File: src/rtl/ps2_pkg.sv
// Shared PS/2 scan-code constants, decoder state type and game key indices.
// Imported by the key decoder, its code map and top_game.
package ps2_pkg;

   localparam logic [7:0] SC_E0    = 8'hE0;
   localparam logic [7:0] SC_F0    = 8'hF0;
   localparam logic [7:0] SC_AA    = 8'hAA;
   localparam logic [7:0] SC_A     = 8'h1C;
   localparam logic [7:0] SC_D     = 8'h23;
   localparam logic [7:0] SC_W     = 8'h1D;
   localparam logic [7:0] SC_S     = 8'h1B;
   localparam logic [7:0] SC_LEFT  = 8'h6B;
   localparam logic [7:0] SC_RIGHT = 8'h74;
   localparam logic [7:0] SC_UP    = 8'h75;
   localparam logic [7:0] SC_DOWN  = 8'h72;

   localparam int KEY_LEFT  = 0;
   localparam int KEY_RIGHT = 1;
   localparam int KEY_UP    = 2;
   localparam int KEY_DOWN  = 3;

   // Extended sources sit four bits above their WASD twins.
   localparam int EXT_OFS = 4;

   typedef enum logic [1:0] {
      ST_IDLE    = 2'd0,
      ST_EXT     = 2'd1,
      ST_BRK     = 2'd2,
      ST_EXT_BRK = 2'd3
   } ps2_state_t;

endpackage

File: src/rtl/ps2_code_map.sv
// Maps an (extended flag, scan byte) pair onto a held-source index.
// Purely combinational; o_hit is low for unmapped codes.
module ps2_code_map
   import ps2_pkg::*;
(
   input  logic       i_ext,
   input  logic [7:0] i_code,
   output logic       o_hit,
   output logic [2:0] o_idx
);

   always_comb begin
      o_hit = 1'b1;
      o_idx = 3'd0;
      case ({i_ext, i_code})
         {1'b0, SC_A}:     o_idx = 3'(KEY_LEFT);
         {1'b0, SC_D}:     o_idx = 3'(KEY_RIGHT);
         {1'b0, SC_W}:     o_idx = 3'(KEY_UP);
         {1'b0, SC_S}:     o_idx = 3'(KEY_DOWN);
         {1'b1, SC_LEFT}:  o_idx = 3'(KEY_LEFT + EXT_OFS);
         {1'b1, SC_RIGHT}: o_idx = 3'(KEY_RIGHT + EXT_OFS);
         {1'b1, SC_UP}:    o_idx = 3'(KEY_UP + EXT_OFS);
         {1'b1, SC_DOWN}:  o_idx = 3'(KEY_DOWN + EXT_OFS);
         default:          o_hit = 1'b0;
      endcase
   end

endmodule

File: src/rtl/ps2_key_decoder.sv
// Turns the PS/2 scan-code byte stream into the held game-key vector,
// handling E0/F0 prefixes, key-rise pulses and prefix timeouts.
module ps2_key_decoder
   import ps2_pkg::*;
#(
   parameter int TIMEOUT_CYC = 500_000,
   parameter int CNT_W       = 19
) (
   input  logic       clk,
   input  logic       rst,
   input  logic [7:0] ps2_data,
   input  logic       ps2_valid,
   output logic [3:0] key,
   output logic [3:0] key_rise,
   output logic       seq_err
);

   ps2_state_t       r_state;
   logic [7:0]       r_held;
   logic [CNT_W-1:0] r_cnt;
   logic [3:0]       r_key;
   logic [3:0]       r_key_rise;
   logic             r_seq_err;

   logic       w_ext;
   logic       w_hit;
   logic [2:0] w_idx;
   logic       w_is_e0;
   logic       w_is_f0;
   logic       w_is_aa;
   logic [3:0] w_key_next;
   logic       w_tmo;

   assign w_ext = (r_state == ST_EXT) || (r_state == ST_EXT_BRK);

   ps2_code_map u_map (
      .i_ext  (w_ext),
      .i_code (ps2_data),
      .o_hit  (w_hit),
      .o_idx  (w_idx)
   );

   assign w_is_e0    = (ps2_data == SC_E0);
   assign w_is_f0    = (ps2_data == SC_F0);
   assign w_is_aa    = (ps2_data == SC_AA);
   assign w_key_next = r_held[3:0] | r_held[7:4];
   assign w_tmo      = (r_cnt == CNT_W'(TIMEOUT_CYC - 1));

   always_ff @(posedge clk) begin
      if (rst) begin
         r_state    <= ST_IDLE;
         r_held     <= '0;
         r_cnt      <= '0;
         r_key      <= '0;
         r_key_rise <= '0;
         r_seq_err  <= 1'b0;
      end else begin
         r_seq_err  <= 1'b0;
         r_key      <= w_key_next;
         r_key_rise <= w_key_next & ~r_key;
         if (ps2_valid) begin
            r_cnt <= '0;
            unique case (r_state)
               ST_IDLE: begin
                  unique case (1'b1)
                     w_is_e0: r_state <= ST_EXT;
                     w_is_f0: r_state <= ST_BRK;
                     w_is_aa: r_held  <= '0;
                     w_hit:   r_held[w_idx] <= 1'b1;
                     default: ;
                  endcase
               end
               ST_EXT: begin
                  unique case (1'b1)
                     w_is_f0: r_state <= ST_EXT_BRK;
                     w_is_e0: r_seq_err <= 1'b1;
                     w_hit: begin
                        r_held[w_idx] <= 1'b1;
                        r_state       <= ST_IDLE;
                     end
                     default: r_state <= ST_IDLE;
                  endcase
               end
               ST_BRK: begin
                  r_state <= ST_IDLE;
                  if (w_hit)
                     r_held[w_idx] <= 1'b0;
                  else if (w_is_e0 || w_is_f0)
                     r_seq_err <= 1'b1;
               end
               ST_EXT_BRK: begin
                  r_state <= ST_IDLE;
                  if (w_hit)
                     r_held[w_idx] <= 1'b0;
               end
            endcase
         end else if (r_state != ST_IDLE) begin
            // A stalled prefix is dropped; held keys survive the abort.
            if (w_tmo) begin
               r_state   <= ST_IDLE;
               r_seq_err <= 1'b1;
               r_cnt     <= '0;
            end else begin
               r_cnt <= r_cnt + 1'b1;
            end
         end
      end
   end

   assign key      = r_key;
   assign key_rise = r_key_rise;
   assign seq_err  = r_seq_err;

endmodule

File: config.mk
export PLATFORM = sky130hd
export DESIGN_NAME = ps2_key_decoder
export DESIGN_NICKNAME = d
export VERILOG_FILES = /design/src/rtl/ps2_pkg.sv /design/src/rtl/ps2_code_map.sv /design/src/rtl/ps2_key_decoder.sv
export SDC_FILE = /design/constraint.sdc
export NUM_CORES = 1
export LEC_CHECK = 0
export CAP_MARGIN = 20
export CORE_ASPECT_RATIO = 0.6
export CORE_MARGIN = 2
export CORE_UTILIZATION = 40
export DETAILED_ROUTE_END_ITERATION = 12
export PLACE_DENSITY = 0.74
export SYNTH_ARGS = -nofsm -noshare
export SYNTH_HDL_FRONTEND = slang
export SYNTH_SLANG_ARGS = --single-unit
File: constraint.sdc
create_clock -name clk -period 2.4 [get_ports clk]
set_input_delay 0.48 -clock clk [delete_from_list [all_inputs] [get_ports clk]]
set_output_delay 0.48 -clock clk [all_outputs]
set_load 0.02 [all_outputs]
==> run metrics, run 1 <==
status=complete, but fails checks; failing checks=negative setup slack; asr flop ratio synth=0%; worst hold path class=register to register; CORE AREA=~4700 µm²; Inserted Diodes=0; FF-to-FF End=r_held[6]$_SDFFE_PP0P_; Seq/Total Area, Yosys=38.0%; Worst Path Max Fanout=7; num rows=19; Mean Syn Cell Area=8.44 µm²; post-route cell area=between 2000 and 3000 µm²; Top FF cell, synth=dfxtp_1; Max Clk Rate=393 MHz; Die ar.=approximately 5600 µm²; worst-skew pair later-pin latency=0.30 ns; drt drc=0; Seq cells post-synth=38; All-Layer GR Usage=roughly a fifth; placed cell areas=~2500 µm²; final core occ=a little over 60%; vias=around 1900; r2r worst-path depth=8; clock skew=0.00540 ns; Post-synth EDFFs=0; grt ovf=0; first-pass GRT wire length=between 8 and 9 mm; Area growth syn-to-layout=41.4%; Slew Limit Fails=0; number of max-cap violations=0; Net Count, Synth=254; DRT antenna net count=0; # nets final=312; clock sinks=38; commonest non-fill, non-tap cells in the layout=nor2_1 (44), buf_4 (39), dfxtp_1 (36), clkdlybuf4s50_1 (17), nand2_1 (13); Netlist Area Pre-Place=around 2000 µm²; largest area contributor in the netlist=dfxtp_1; I/O Buffers=19; TritonRoute pass-1 iters=4; WL per Instance=around 14 µm; end of the critical path=r_held[6]$_SDFFE_PP0P_; Final WS setup=-0.144 ns; largest net degree at the start of global routing=13; worst reg2reg path startpoint=r_state[1]$_SDFFE_PP0P_; clock root cell=clkbuf_8; Startpoint Class=register; Power Total=about 0.0014 W; Yosys top cell area share=between 30% and 40%; Setup TNS Final=-0.405 ns; Leak=1.10 nW; DR vias/cell=5.29; WHS=0.423 ns; number of global-route vias before repair=around 1800; WS Path Type=register to register; DIE WIDTH=around 95 µm; Filler cells=378; worst relative slew slack=70.8%; Longest Clk Path Bufs=2; Ys Warns=0; HPWL after detailed placement=about 3.6 mm; Final Hold Viols=0; Hold Startpoint=key[3]$_SDFF_PP0_; initial DRC count=116; Tcrit/Tclk final=106%; die height=~59 µm; fin crit period=2.54 ns; worst vdd ir=0.299 mV; CTS tree=built; Routed WL=around 5.0 mm; IO Pins=20; Worst EP arrival=around 2.8 ns; initial antenna violation count=0; reg-to-reg setup timing slack=-0.14 ns; post-synth cell types=48; Worst-path clk slew=~0.08 ns; Post-CTS Hold Fix Bufs=0; Crit. Startpoint=r_state[1]$_SDFFE_PP0P_; Worst-Margin Slew=0.439 ns; Synth area leaders=dfxtp_1 (38%), nor2_1 (8.8%), xor2_1 (4.8%), ha_1 (3.8%), xnor2_1 (3.1%); Worst Setup End Kind=register; layout cells sized above 1=27.0%; Gate Count Post-Synth=roughly 240; Final setup violation count=5; htree depth=2; RSZ-0062 raised after global routing=yes; P per Cell Area=500 nW/µm²; leading cell type in the layout, fill and taps excluded=nor2_1; CP Data Required Time=roughly 2.6 ns; initial core utilization=42.7%; Num CTS Buffers=5; GPL Wtd Cong=between 0.8 and 0.9
[power by group]
part,switching (W),internal [W]
logic,0.0000560,0.0000553
registers,0.000000560,0.000628
clock network,0.000229,0.000443
[state kept, by name, indices dropped and copies added (netlist names)]
signal	flops
key	4
key_rise	4
r_cnt	19
r_held	8
r_state	2
seq_err	1
[critical path, stage by stage (launching register included)]
cell	delay, ns
dfxtp_4	0.37
ha_4	0.16
or4_4	0.56
or3_4	0.40
a211oi_4	0.29
buf_4	0.18
nor3b_4	0.06
or3_1	0.35
a21oi_1	0.12
[metrics by stage]
stage | std cells | worst slack [ns]
floorplan | 237 | 0.000904
global placement | 344 | -0.495
detailed placement | 344 | -0.565
CTS | 355 | -0.215
global route | 359 | -0.207
finish | 359 | -0.144
[worst min path at each step]
stage          slack, ns                endpoint  depth (start not counted)
3_3_place_gp        0.41  key_rise[0]$_SDFF_PP0_                          1
6_report            0.42  key_rise[3]$_SDFF_PP0_                          1
5_1_grt             0.43  key_rise[3]$_SDFF_PP0_                          1
3_5_place_dp        0.41  key_rise[3]$_SDFF_PP0_                          1
4_1_cts             0.43  key_rise[3]$_SDFF_PP0_                          1
2_1_floorplan       0.45  r_held[7]$_SDFFE_PP0P_                          1
[logic make-up (layout without fill, tap and decap cells)]
group,count (synthesis),after routing,synth area share (%)
buffers and inverters,13,72,2.57
DFF,38,38,38.0
AOI/OAI and AO/OA,28,28,10.5
and+or+nand+nor,128,128,34.2
xor gates and xnor gates,18,18,7.88
muxes,6,6,3.00
adders and majority gates,6,6,3.75
[per-layer routing]
metal / up-vias / share of wire (%) / GRT usage (%)
li1: 951 / - / -
met1: 891 / 52 / 28.5
met5: - / 0 / 0
met2: 48 / 40 / 26.8
met4: 0 / 1.7 / 7.04
met3: 9 / 5.4 / 5.12
[synthesized netlist by cell type, types with 2 or more instances]
master,number
a21o_1,6
a21oi_1,8
and2_1,2
buf_2,2
clkbuf_1,5
dfxtp_1,38
ha_1,6
inv_1,6
mux2i_1,6
nand2_1,13
nand2b_1,2
nand3_1,9
nand3b_1,2
nand4_1,5
nor2_1,47
nor2b_1,4
nor3_1,12
nor3b_1,3
nor4_1,6
nor4bb_1,2
o21ai_0,2
o22ai_1,2
o31ai_2,2
or2_2,3
or3_1,2
or4_1,2
or4_4,2
or4b_2,2
xnor2_1,7
xor2_1,11
[timing repair]
| action | 4_1_cts | 5_1_grt |
|---|---|---|
| setup endpoints to repair | 8 | 8 |
| gates resized for setup | 11 | 19 |
| pin swaps | 13 | 10 |
| setup buffers | 3 | 4 |
[cell type report]
type | count | area [µm²] | area share [%]
Clock buffer | 6 | 82.6 | 2.92
Clock inverter | 2 | 60.1 | 2.12
Inverter | 6 | 25.0 | 0.885
Multi-Input combinational cell | 186 | 1330 | 47.0
Sequential cell | 38 | 768 | 27.2
Tap cell | 63 | 78.8 | 2.79
Timing Repair Buffer | 58 | 484 | 17.1
Note: power is estimated with default switching activity, not from simulation.
==> run 2, diff against run 1 <==
- CORE_MARGIN: 2 -> 4
==> run 2 against run 1 <==
Compared with the run above:
- the run still ends with negative setup slack left
- design area shrank 3.6%
- global-route usage decreased by 3.8 points
- critical path depth fell by 1
- cell count down 0.84%
- sequential power about the same
- first-iteration DRC count shrank 22%
- non-clock buffer count fell by 3
- worst setup slack improved by 0.057 ns
- critical path type unchanged
- largest power group is now sequential cells
- highest routed layer unchanged
==> run metrics, run 2 (same netlist as run 1, synthesis figures left out) <==
status=complete, but fails checks; failing checks=negative setup slack; Worst Setup End Kind=register; final core occ=57.9%; Worst path most repeated cell=or3_4; Die ar.=~6200 µm²; Leak=~1.1 nW; I/O Buffers=19; top flop regs=r_cnt x19, r_held x8; Reg power frac=around 53%; DRT antenna net count=0; initial antenna violation count=0; Routed WL=~5 mm; worst-skew pair later-pin latency=a little under 0.3 ns; Final setup violation count=8; DR vias/cell=5.24; combinational power share=8.8%; leading cell type in the layout, fill and taps excluded=nor2_1; commonest non-fill, non-tap cells in the layout=nor2_1 (47), dfxtp_1 (36), buf_4 (35), clkdlybuf4s50_1 (16), nand2_1 (13); GPL Wtd Cong=around 0.86; vias=roughly 1900; clock root cell=clkbuf_8; reg-to-reg setup timing slack=-0.09 ns; largest net degree at the start of global routing=13; Crit path buffers/inverters=0; Startpoint Class=register; max reg flops=19; DIE WIDTH=slightly below 100 µm; Worst-path clk slew=0.08 ns; max incr delay on CP=~0.5 ns; first-pass GRT wire length=about 7.9 mm; Sw Ratio=between 20% and 30%; Final Hold Viols=0; CP Data Required Time=2.63 ns; Worst EP arrival=2.71 ns; FF-to-FF End=r_held[6]$_SDFFE_PP0P_; worst vdd ir=0.315 mV; Largest Register=r_cnt; r2r worst-path depth=7; Setup TNS Final=-0.552 ns; clock network power share=38.3%; RSZ-0062 raised after global routing=yes; Power Internal=~0.00091 W; Crit. Startpoint=r_state[0]$_SDFFE_PP0P_; All-Layer GR Usage=~15%; die height=between 60 and 70 µm; Critical Path Slowest Stage Cell=or4_4; P per Cell Area=436 nW/µm²; number of max-cap violations=0; IO Pins=20; htree depth=2; Filler cells=around 420; Worst-Margin Slew=roughly 0.43 ns; fin crit period=around 2.5 ns; drt drc=0; initial core utilization=42.5%; sw power=roughly 0.00028 W; number of global-route vias before repair=between 1500 and 2000; Worst Path Max Fanout=8; worst relative slew slack=a little under three quarters; WS Path Type=register to register; WL per Instance=between 10 and 15 µm; WHS=0.423 ns; clock sinks=38; Area growth syn-to-layout=36.3%; grt ovf=0; TritonRoute pass-1 iters=4; HPWL after detailed placement=approximately 3.6 mm; layout cells sized above 1=24.6%; Max Clk Rate=between 400 and 500 MHz; Final WS setup=-0.0867 ns; worst reg2reg path startpoint=r_state[0]$_SDFFE_PP0P_; CTS tree=built; Tcrit/Tclk final=104%; hold depth=1; Post-CTS Hold Fix Bufs=0; CORE AREA=4710 µm²; initial DRC count=91; Num CTS Buffers=5; critical path's top delay family=simple AND/OR/NAND/NOR gates; clock skew=0.00342 ns; CP Depth=7; Slew Limit Fails=0; num rows=19; worst hold path class=register to register; end of the critical path=r_held[6]$_SDFFE_PP0P_; Inserted Diodes=0; Longest Clk Path Bufs=2; # nets final=a little over 300; worst path cell trace=ha_4 -> or4_4 -> or3_4 -> a211oi_4 -> o31ai_4 -> or3_4 -> a21oi_2
run 2: metrics by stage:
step	power [W]	setup slack (ns)	instances	cell area, µm²
global route	0.00123	-0.141	356	2730
finish	0.00119	-0.0867	356	2730
floorplan	0.000686	0.000904	237	2020
detailed placement	0.000740	-0.561	341	2480
global placement	0.000738	-0.495	341	2480
CTS	0.00119	-0.206	354	2640
run 2: worst reg2reg max path: stages (launching register included):
cell and delay [ns]:
dfxtp_4 0.37, ha_4 0.17, or4_4 0.50, or3_4 0.40, a211oi_4 0.30, o31ai_4 0.16, or3_4 0.41, a21oi_2 0.12
run 2: routing by layer:
metal | up-vias | global-route usage, % | wire [µm]
met3 | 5 | 4.35 | 320
met4 | 0 | 2.56 | 31
li1 | 938 | - | -
met5 | - | 0 | 0
met1 | 878 | 22.9 | 2540
met2 | 44 | 22.4 | 1970
run 2: worst min path at each step:
stage | start | to | slack (ns)
2_1_floorplan | r_held[7]$_SDFFE_PP0P_ | r_held[7]$_SDFFE_PP0P_ | 0.45
3_3_place_gp | key[0]$_SDFF_PP0_ | key_rise[0]$_SDFF_PP0_ | 0.41
3_5_place_dp | key[1]$_SDFF_PP0_ | key_rise[1]$_SDFF_PP0_ | 0.42
4_1_cts | key[1]$_SDFF_PP0_ | key_rise[1]$_SDFF_PP0_ | 0.42
5_1_grt | key[1]$_SDFF_PP0_ | key_rise[1]$_SDFF_PP0_ | 0.43
6_report | key[1]$_SDFF_PP0_ | key_rise[1]$_SDFF_PP0_ | 0.42
run 2: cell type report:
cell class | count | area [µm²] | share of cell area [%]
multi-input cells | 186 | 1290 | 47.4
flip-flops and latches | 38 | 768 | 28.2
repair buffers | 55 | 468 | 17.2
clock buffers | 6 | 82.6 | 3.03
well taps | 63 | 78.8 | 2.89
inverters | 6 | 22.5 | 0.826
clock inverters | 2 | 12.5 | 0.459
run 2: power groups by stage:
stage	Sequential, W	Clock [W]	Combinational [W]
2_1_floorplan	0.000646	0	0.0000409
3_3_place_gp	0.000646	0	0.0000925
3_5_place_dp	0.000646	0	0.0000940
4_1_cts	0.000631	0.000463	0.0000977
5_1_grt	0.000629	0.000490	0.000113
6_report	0.000629	0.000455	0.000105
run 2: repair_timing:
action	CTS	global route
resized for setup	7	14
setup endpoints to repair	8	9
pin swaps	13	15
buffers inserted	5	2
